==> src/rtl/ca_prng_if.sv <==
// Bus bundle for the cellular-automaton PRNG: byte-wide write port plus read-back and status.
interface ca_prng_if;
    logic [7:0] addr;
    logic       write_en;
    logic [7:0] din;
    logic [7:0] dout;
    logic       running;

    modport master (output addr, output write_en, output din, input dout, input running);
    modport slave  (input addr, input write_en, input din, output dout, output running);
endinterface

==> src/rtl/ca_prng.sv <==
// Ring cellular-automaton PRNG with byte seed loading, run/step control and zero recovery.
// Optional zero-recovery counter readable at BASE_ADDR+2 when CA_PRNG_STATS_EN is defined.
module ca_prng #(
    parameter int          WIDTH     = 16,
    parameter logic [7:0]  RULE      = 8'd30,
    parameter logic [63:0] SEED      = 64'h0177,
    parameter int          OUT_LSB   = 2,
    parameter logic [7:0]  BASE_ADDR = 8'd17
) (
    input  logic     clk,
    input  logic     rst,
    ca_prng_if.slave bus
);
    localparam logic [WIDTH-1:0] SEED_W = SEED[WIDTH-1:0];

    if (WIDTH < 8 || WIDTH > 64)       begin : g_bad_width  $error("ca_prng: WIDTH out of range");   end
    if (OUT_LSB + 7 > WIDTH - 1)       begin : g_bad_window $error("ca_prng: output window too wide"); end
    if (SEED_W == '0)                  begin : g_bad_seed   $error("ca_prng: SEED must be non-zero"); end

    logic [WIDTH-1:0] q_q, q_d;
    logic [WIDTH-1:0] nxt;
    logic [WIDTH-1:0] shifted;
    logic             run_q, run_d;
    logic             step_q, step_d;
    logic             seed_wr, ctrl_wr, advance, recover;

    // Seed bytes shift in from the bottom; at WIDTH=8 the new byte replaces the whole state.
    if (WIDTH > 8) begin : g_shift_wide
        assign shifted = {q_q[WIDTH-9:0], bus.din};
    end else begin : g_shift_byte
        assign shifted = bus.din;
    end

    always_comb begin
        nxt = '0;
        for (int i = 0; i < WIDTH; i++) begin
            nxt[i] = RULE[{q_q[(i + WIDTH - 1) % WIDTH], q_q[i], q_q[(i + 1) % WIDTH]}];
        end
    end

    always_comb begin
        seed_wr = bus.write_en && (bus.addr == BASE_ADDR);
        ctrl_wr = bus.write_en && (bus.addr == BASE_ADDR + 8'd1);
        advance = run_q || step_q;
        recover = advance && !seed_wr && (q_q == '0);

        q_d = q_q;
        if (seed_wr) begin
            q_d = shifted;
        end else if (advance) begin
            q_d = recover ? SEED_W : nxt;
        end

        run_d  = run_q;
        step_d = 1'b0;
        if (ctrl_wr) begin
            run_d  = bus.din[0];
            step_d = bus.din[1];
        end
    end

    always_ff @(posedge clk or posedge rst) begin
        if (rst) begin
            q_q    <= SEED_W;
            run_q  <= 1'b1;
            step_q <= 1'b0;
        end else begin
            q_q    <= q_d;
            run_q  <= run_d;
            step_q <= step_d;
        end
    end

    assign bus.running = run_q;

`ifdef CA_PRNG_STATS_EN
    logic [7:0] cnt_q, cnt_d;

    always_comb begin
        cnt_d = cnt_q;
        if (recover && cnt_q != 8'hFF) begin
            cnt_d = cnt_q + 8'd1;
        end
    end

    always_ff @(posedge clk or posedge rst) begin
        if (rst) begin
            cnt_q <= 8'h00;
        end else begin
            cnt_q <= cnt_d;
        end
    end

    assign bus.dout = (bus.addr == BASE_ADDR + 8'd2) ? cnt_q : q_q[OUT_LSB+7:OUT_LSB];
`else
    assign bus.dout = q_q[OUT_LSB+7:OUT_LSB];
`endif
endmodule
==> src/flat_wrapper.sv <==
// flat-port wrapper written by rule: the top's interface ports become plain ports
module ca_prng_flat 
#(
    parameter int          WIDTH     = 16,
    parameter logic [7:0]  RULE      = 8'd30,
    parameter logic [63:0] SEED      = 64'h0177,
    parameter int          OUT_LSB   = 2,
    parameter logic [7:0]  BASE_ADDR = 8'd17
)
  (clk, rst, bus_addr, bus_write_en, bus_din, bus_dout, bus_running);
  ca_prng_if bus_i ();
  input  logic clk;
  input  logic rst;
  input wire logic [$bits(bus_i.addr)-1:0] bus_addr;
  input wire logic [$bits(bus_i.write_en)-1:0] bus_write_en;
  input wire logic [$bits(bus_i.din)-1:0] bus_din;
  output wire logic [$bits(bus_i.dout)-1:0] bus_dout;
  output wire logic [$bits(bus_i.running)-1:0] bus_running;
  assign bus_i.addr = bus_addr;
  assign bus_i.write_en = bus_write_en;
  assign bus_i.din = bus_din;
  assign bus_dout = bus_i.dout;
  assign bus_running = bus_i.running;
  ca_prng #(.WIDTH(WIDTH), .RULE(RULE), .SEED(SEED), .OUT_LSB(OUT_LSB), .BASE_ADDR(BASE_ADDR)) u_core (.clk(clk), .rst(rst), .bus(bus_i));
endmodule
==> config.mk <==
export PLATFORM = sky130hd
export DESIGN_NAME = ca_prng_flat
export DESIGN_NICKNAME = d
export VERILOG_FILES = /design/src/rtl/ca_prng_if.sv /design/src/rtl/ca_prng.sv /design/src/flat_wrapper.sv
export SDC_FILE = /design/constraint.sdc
export NUM_CORES = 1
export LEC_CHECK = 0
export ABC_AREA = 1
export BUFFER_PORTS_ARGS = -buffer_cell sky130_fd_sc_hd__buf_2
export CAP_MARGIN = 25
export CORE_MARGIN = 2
export CORE_UTILIZATION = 45
export CTS_CLUSTER_DIAMETER = 200
export DETAILED_ROUTE_END_ITERATION = 10
export GPL_TIMING_DRIVEN = 0
export PLACE_DENSITY = 0.66
export SYNTH_ARGS = -nofsm -noshare
export SYNTH_HDL_FRONTEND = slang
export SYNTH_SLANG_ARGS = --single-unit
==> constraint.sdc <==
create_clock -name clk -period 1.5 [get_ports clk]
set_input_delay 0.225 -clock clk [delete_from_list [all_inputs] [get_ports clk]]
set_output_delay 0.225 -clock clk [all_outputs]
set_load 0.01 [all_outputs]
=== After elaboration in Yosys (flattened, before gate mapping) ===
Memories as Yosys holds them, arrays and structs flattened.
Index checks and enable logic that the tools add are counted.

* Add/subtract/negate cells: 0
* $mul: 0
* Divide/modulo/power cells: 0
* $lt $le $gt $ge: 16
* Equal/unequal tests: 2
* Shift-type cells: 0
* Mux-type cells: 20
* Bitwise gates (word level): 0
* Reduce and logical (&&, ||, !) cells: 8

{| class="wikitable"
|+ Operators by type and width
! kind !! count
|-
| $lt 3x4->1 const B || 16
|-
| $mux 16 || 3
|-
| $mux 1 || 17
|-
| $eq 8x5->1 const B || 2
|-
| $logic_not 16->1 || 1
|-
| $logic_and 1x1->1 || 4
|-
| $reduce_bool 2->1 || 1
|-
| $logic_not 1->1 || 1
|-
| $logic_or 1x1->1 || 1
|}

* Register bits after elaboration: 18
* Bits in latches: 0
* Bits in writable memories: 0
* Bits in read-only memories: 128
* Output and inout port bits: 9
* Word-level logic and storage cells: 65
* Memories kept: 16

{| class="wikitable"
|+ Memory list
! name !! words !! bits a word !! read ports !! clocked after memory_dff !! write ports !! line !! text
|-
| (name not given) || 8 || 1 || 1 || 0 || 0 || ca_prng.sv:37 || <nowiki>nxt[i] = RULE[{q_q[(i + WIDTH - 1) % WIDTH], q_q[i], q_q[(i + 1) % WIDTH]}];</nowiki>
|-
| (name not given) || 8 || 1 || 1 || 0 || 0 || ca_prng.sv:37 ||
|-
| (name not given) || 8 || 1 || 1 || 0 || 0 || ca_prng.sv:37 ||
|-
| (name not given) || 8 || 1 || 1 || 0 || 0 || ca_prng.sv:37 ||
|-
| (name not given) || 8 || 1 || 1 || 0 || 0 || ca_prng.sv:37 ||
|-
| (name not given) || 8 || 1 || 1 || 0 || 0 || ca_prng.sv:37 ||
|-
| 10 more memories || -- || -- || -- || -- || -- || -- ||
|}

=== Longest topological paths before layout ===
* Depth after elaboration: 8
* Mapped depth: 9
* Depth with buffers taken out: 9

=== Worst setup path before layout ===
Ideal clock, no wire load.

* Path type: register to register
* Start point: register u_core.q_q[7]
* End point: register u_core.q_q[2]
* Setup time: 58 ps
* Data arrival time: 1,080 ps
* Path slack: 362 ps
* Cell stages (with the launch flop): 8
* Path buffers: 0
* Cells stage by stage: dfrtp_1 -> nor2_1 -> nand4_1 -> nor2_2 -> nand2_4 -> nand3_1 -> nand2_1 -> inv_1

* Cells in the longest elaborated chain, start to end: 5

{| class="wikitable"
|+ RTL lines
! element !! line !! text
|-
| start, declared || ca_prng.sv:20 || <nowiki>logic [WIDTH-1:0] q_q, q_d;</nowiki>
|-
| start signal, assigned || ca_prng.sv:68 || <nowiki>q_q <= q_d;</nowiki>
|-
| $logic_not 16->1 || ca_prng.sv:45 || <nowiki>recover = advance && !seed_wr && (q_q == '0);</nowiki>
|-
| $logic_and 1x1->1 || ca_prng.sv:45 ||
|-
| $mux 16 || ca_prng.sv:51 || <nowiki>q_d = recover ? SEED_W : nxt;</nowiki>
|-
| $mux 16 || ca_prng.sv:50 || <nowiki>end else if (advance) begin</nowiki>
|-
| $mux 16 || ca_prng.sv:48 || <nowiki>if (seed_wr) begin</nowiki>
|}

No other way between the ends. The select of a mux whose other input is x is not followed.
A chain may end at the register's enable or synchronous reset.

=== Worst setup path after layout ===
* Start point: register u_core.q_q[5]
* End point: output port bus_dout[3]

{| class="wikitable"
|+ RTL lines
! element !! line !! text
|-
| end, declared || flat_wrapper.sv:17 || <nowiki>output wire logic [$bits(bus_i.dout)-1:0] bus_dout;</nowiki>
|}

No word-level cell between the ends.

==> results.ini <==
[logic_synthesis]
synth-seq-cells=18
seq_area_frac_synth=0.3442
synth.distinct_cells=23
yosysMostFrequentCell=nand2_1
avgSynthCellArea_um2=7.643
yosys_warnings=0
synth_largest_area_cell=dfrtp_1
syn-cell-area_mm2=0.001338
syn-num-nets=194
yosys-top-cells-area=dfrtp_1, dfstp_2, nand2_1, xor2_1, inv_1
synth-async-reset-ratio=1.000
synth-edff-count=0
synthCells=175
ys.flop_type=dfrtp_1
netlist_top_cells_count=nand2_1, inv_1, nor2_1
yosysTopAreaCellShare=0.1871

[timing]
slew_viol_final=0
relSlewSlack=0.5327
post-route-period-util=0.9187
worst_pin_slew_ps=700.2
hold_viol=0
setup_violations=0
rsz0062_at_grt=no
fmax_mhz=725.7
finalCriticalPeriod_ps=1378
tns_ps=0
fin_skew_ps=1.093

[status]
status=finished, final reports clean

[global_routing]
grt_pass1_vias=1234
grt.overflow.total=0
antenna_found_initial=0
grt_usage=0.2009
grt_max_degree=19
grt_first_pass_wirelength_um=5319

[critical_path]
crit_fanout=6
reg2reg_from=u_core.q_q[7]
reg2reg_to=u_core.q_q[6]
required_ps=1270
worstPathArrival_ps=1150
rrSetupSlack_ps=170
reg2reg_depth=7
critPathKind=reg2out
crit_path_end_kind=output pin
critPathLaunchType=register

[pwr]
leakage_nw=0.7964
peakVddDrop_v=0.0008094
powerDensity_mw_per_mm2=1561

[die]
rows=19
ios=28
dieArea_mm2=0.003425
core_mm2=0.002781
initial_core_util=0.4809
die_y_um=58.52
die_width_um=58.52

[cts]
cts_htree_levels=1
insertion_delay_ps=310
clkSlewWorstSetupHoldPaths_ps=110
tritoncts=yes
clockBufferDepth=2
postCtsHoldBufs=0
cts_buffers=3
cts.sinks=18
cts_resized=0
cts-root-buf=clkbuf_4
postCtsSetupRepairBufs=0

[drt]
initialDrtViolationCount=46
avgViaCountPerCell=4.962
drc=0
drt_wl_total_um=2847
via_count=1176
firstDrtPassIters=4
wl_per_cell_um=12.01
ant_nets=0

[run]
maxCapViolCount=0

[cells_and_area]
fin_area_mm2=0.001548
nets=226
fillers=288
diodes=0
layout-drive-gt1-share=0.3301
area_delta_synth_final_pct=15.72

[place]
place_area_mm2=0.001511
io_buffers=27
place_congestion=0.8373
hpwlAfterDp_um=2254

[worst_hold_path]
hold_path_class=in2async

## cell usage in the layout (no fill, tap or decap)
| master | Yosys | final |
|---|---|---|
| a21oi_2 | 1 | 1 |
| buf_2 | 0 | 27 |
| buf_4 | 8 | 8 |
| buf_6 | 1 | 1 |
| clkbuf_4 | 0 | 3 |
| clkbuf_8 | 0 | 1 |
| dfrtp_1 | 10 | 10 |
| dfstp_2 | 8 | 8 |
| inv_1 | 21 | 21 |
| inv_2 | 3 | 3 |
| inv_4 | 1 | 1 |
| nand2_1 | 44 | 44 |
| nand2_2 | 2 | 2 |
| nand2_4 | 3 | 3 |
| nand2_8 | 1 | 1 |
| nand3_1 | 12 | 12 |
| nand3b_1 | 3 | 3 |
| nand4_1 | 3 | 3 |
| nor2_1 | 16 | 16 |
| nor2_2 | 3 | 3 |
| nor2_4 | 6 | 6 |
| o211ai_1 | 9 | 9 |
| o21ai_0 | 5 | 5 |
| or2_1 | 1 | 1 |
| xnor2_1 | 3 | 3 |
| xor2_1 | 11 | 11 |
## state kept, by name, indices dropped and copies added, names as in the netlist
register            count
u_core.step_q           1
u_core.q_q             16
u_core.bus.running      1
## cell type report
cell class              instances  area (um^2)  area share
repair buffers                 27        135.1     0.08731
inverters                      25        96.34     0.06225
flip-flops and latches         18        460.4      0.2975
plain buffers                   9        71.32     0.04608
multi-input cells             123        709.4      0.4584
well taps                      31        38.79     0.02506
clock buffers                   4        36.28     0.02344
## cell families after synthesis
family	share of synthesized area
compound gates	0.07577
xor+xnor	0.09168
buf+inv	0.1254
flops	0.3442
simple gates	0.3630
## worst max-delay path by stage
| stage | slack [ps] | cells past startpoint | from | endpoint |
|---|---|---|---|---|
| after floorplan | 360 | 7 | u_core.q_q[7] | u_core.q_q[2] |
| after global placement | 220 | 7 | u_core.q_q[7] | u_core.q_q[4] |
| after detailed placement | 180 | 7 | u_core.q_q[7] | u_core.q_q[4] |
| after CTS | 120 | 2 | u_core.q_q[4] | bus_dout[2] |
| after global routing | 20 | 7 | u_core.q_q[7] | u_core.q_q[2] |
| final | 120 | 2 | u_core.q_q[5] | bus_dout[3] |
## worst max-delay path: stages (launching register included)
cell and delay, ps:
dfstp_2 610, buf_4 120, buf_2 110
## metrics by stage
stage,setup slack (ps),power [mW],cells,utilization,hold WS (ps)
floorplan,362.1,1.825,175,-,157.7
global placement,218.8,2.084,233,0.5434,356.3
detailed placement,180.7,2.111,233,0.5434,377.9
CTS,117.2,2.433,237,0.5565,39.42
global route,22.30,2.649,237,0.5565,62.74
finish,122.0,2.417,237,0.5565,7.367
## power by group
group | internal [mW] | total [mW] | switching, mW
Sequential | 0.729 | 0.961 | 0.232
Clock | 0.148 | 0.319 | 0.170
Combinational | 0.554 | 1.14 | 0.583
Total | 1.43 | 2.42 | 0.985
## routing by layer
| metal | vias to the layer above | GRT usage | part of all wire |
|---|---|---|---|
| met2 | 31 | 0.3355 | 0.48 |
| met5 | - | 0 | 0 |
| met4 | 0 | 0.07973 | 0.016 |
| met1 | 538 | 0.2642 | 0.47 |
| li1 | 602 | - | - |
| met3 | 5 | 0.02418 | 0.038 |
No activity file was read; power rests on OpenSTA's default activity.
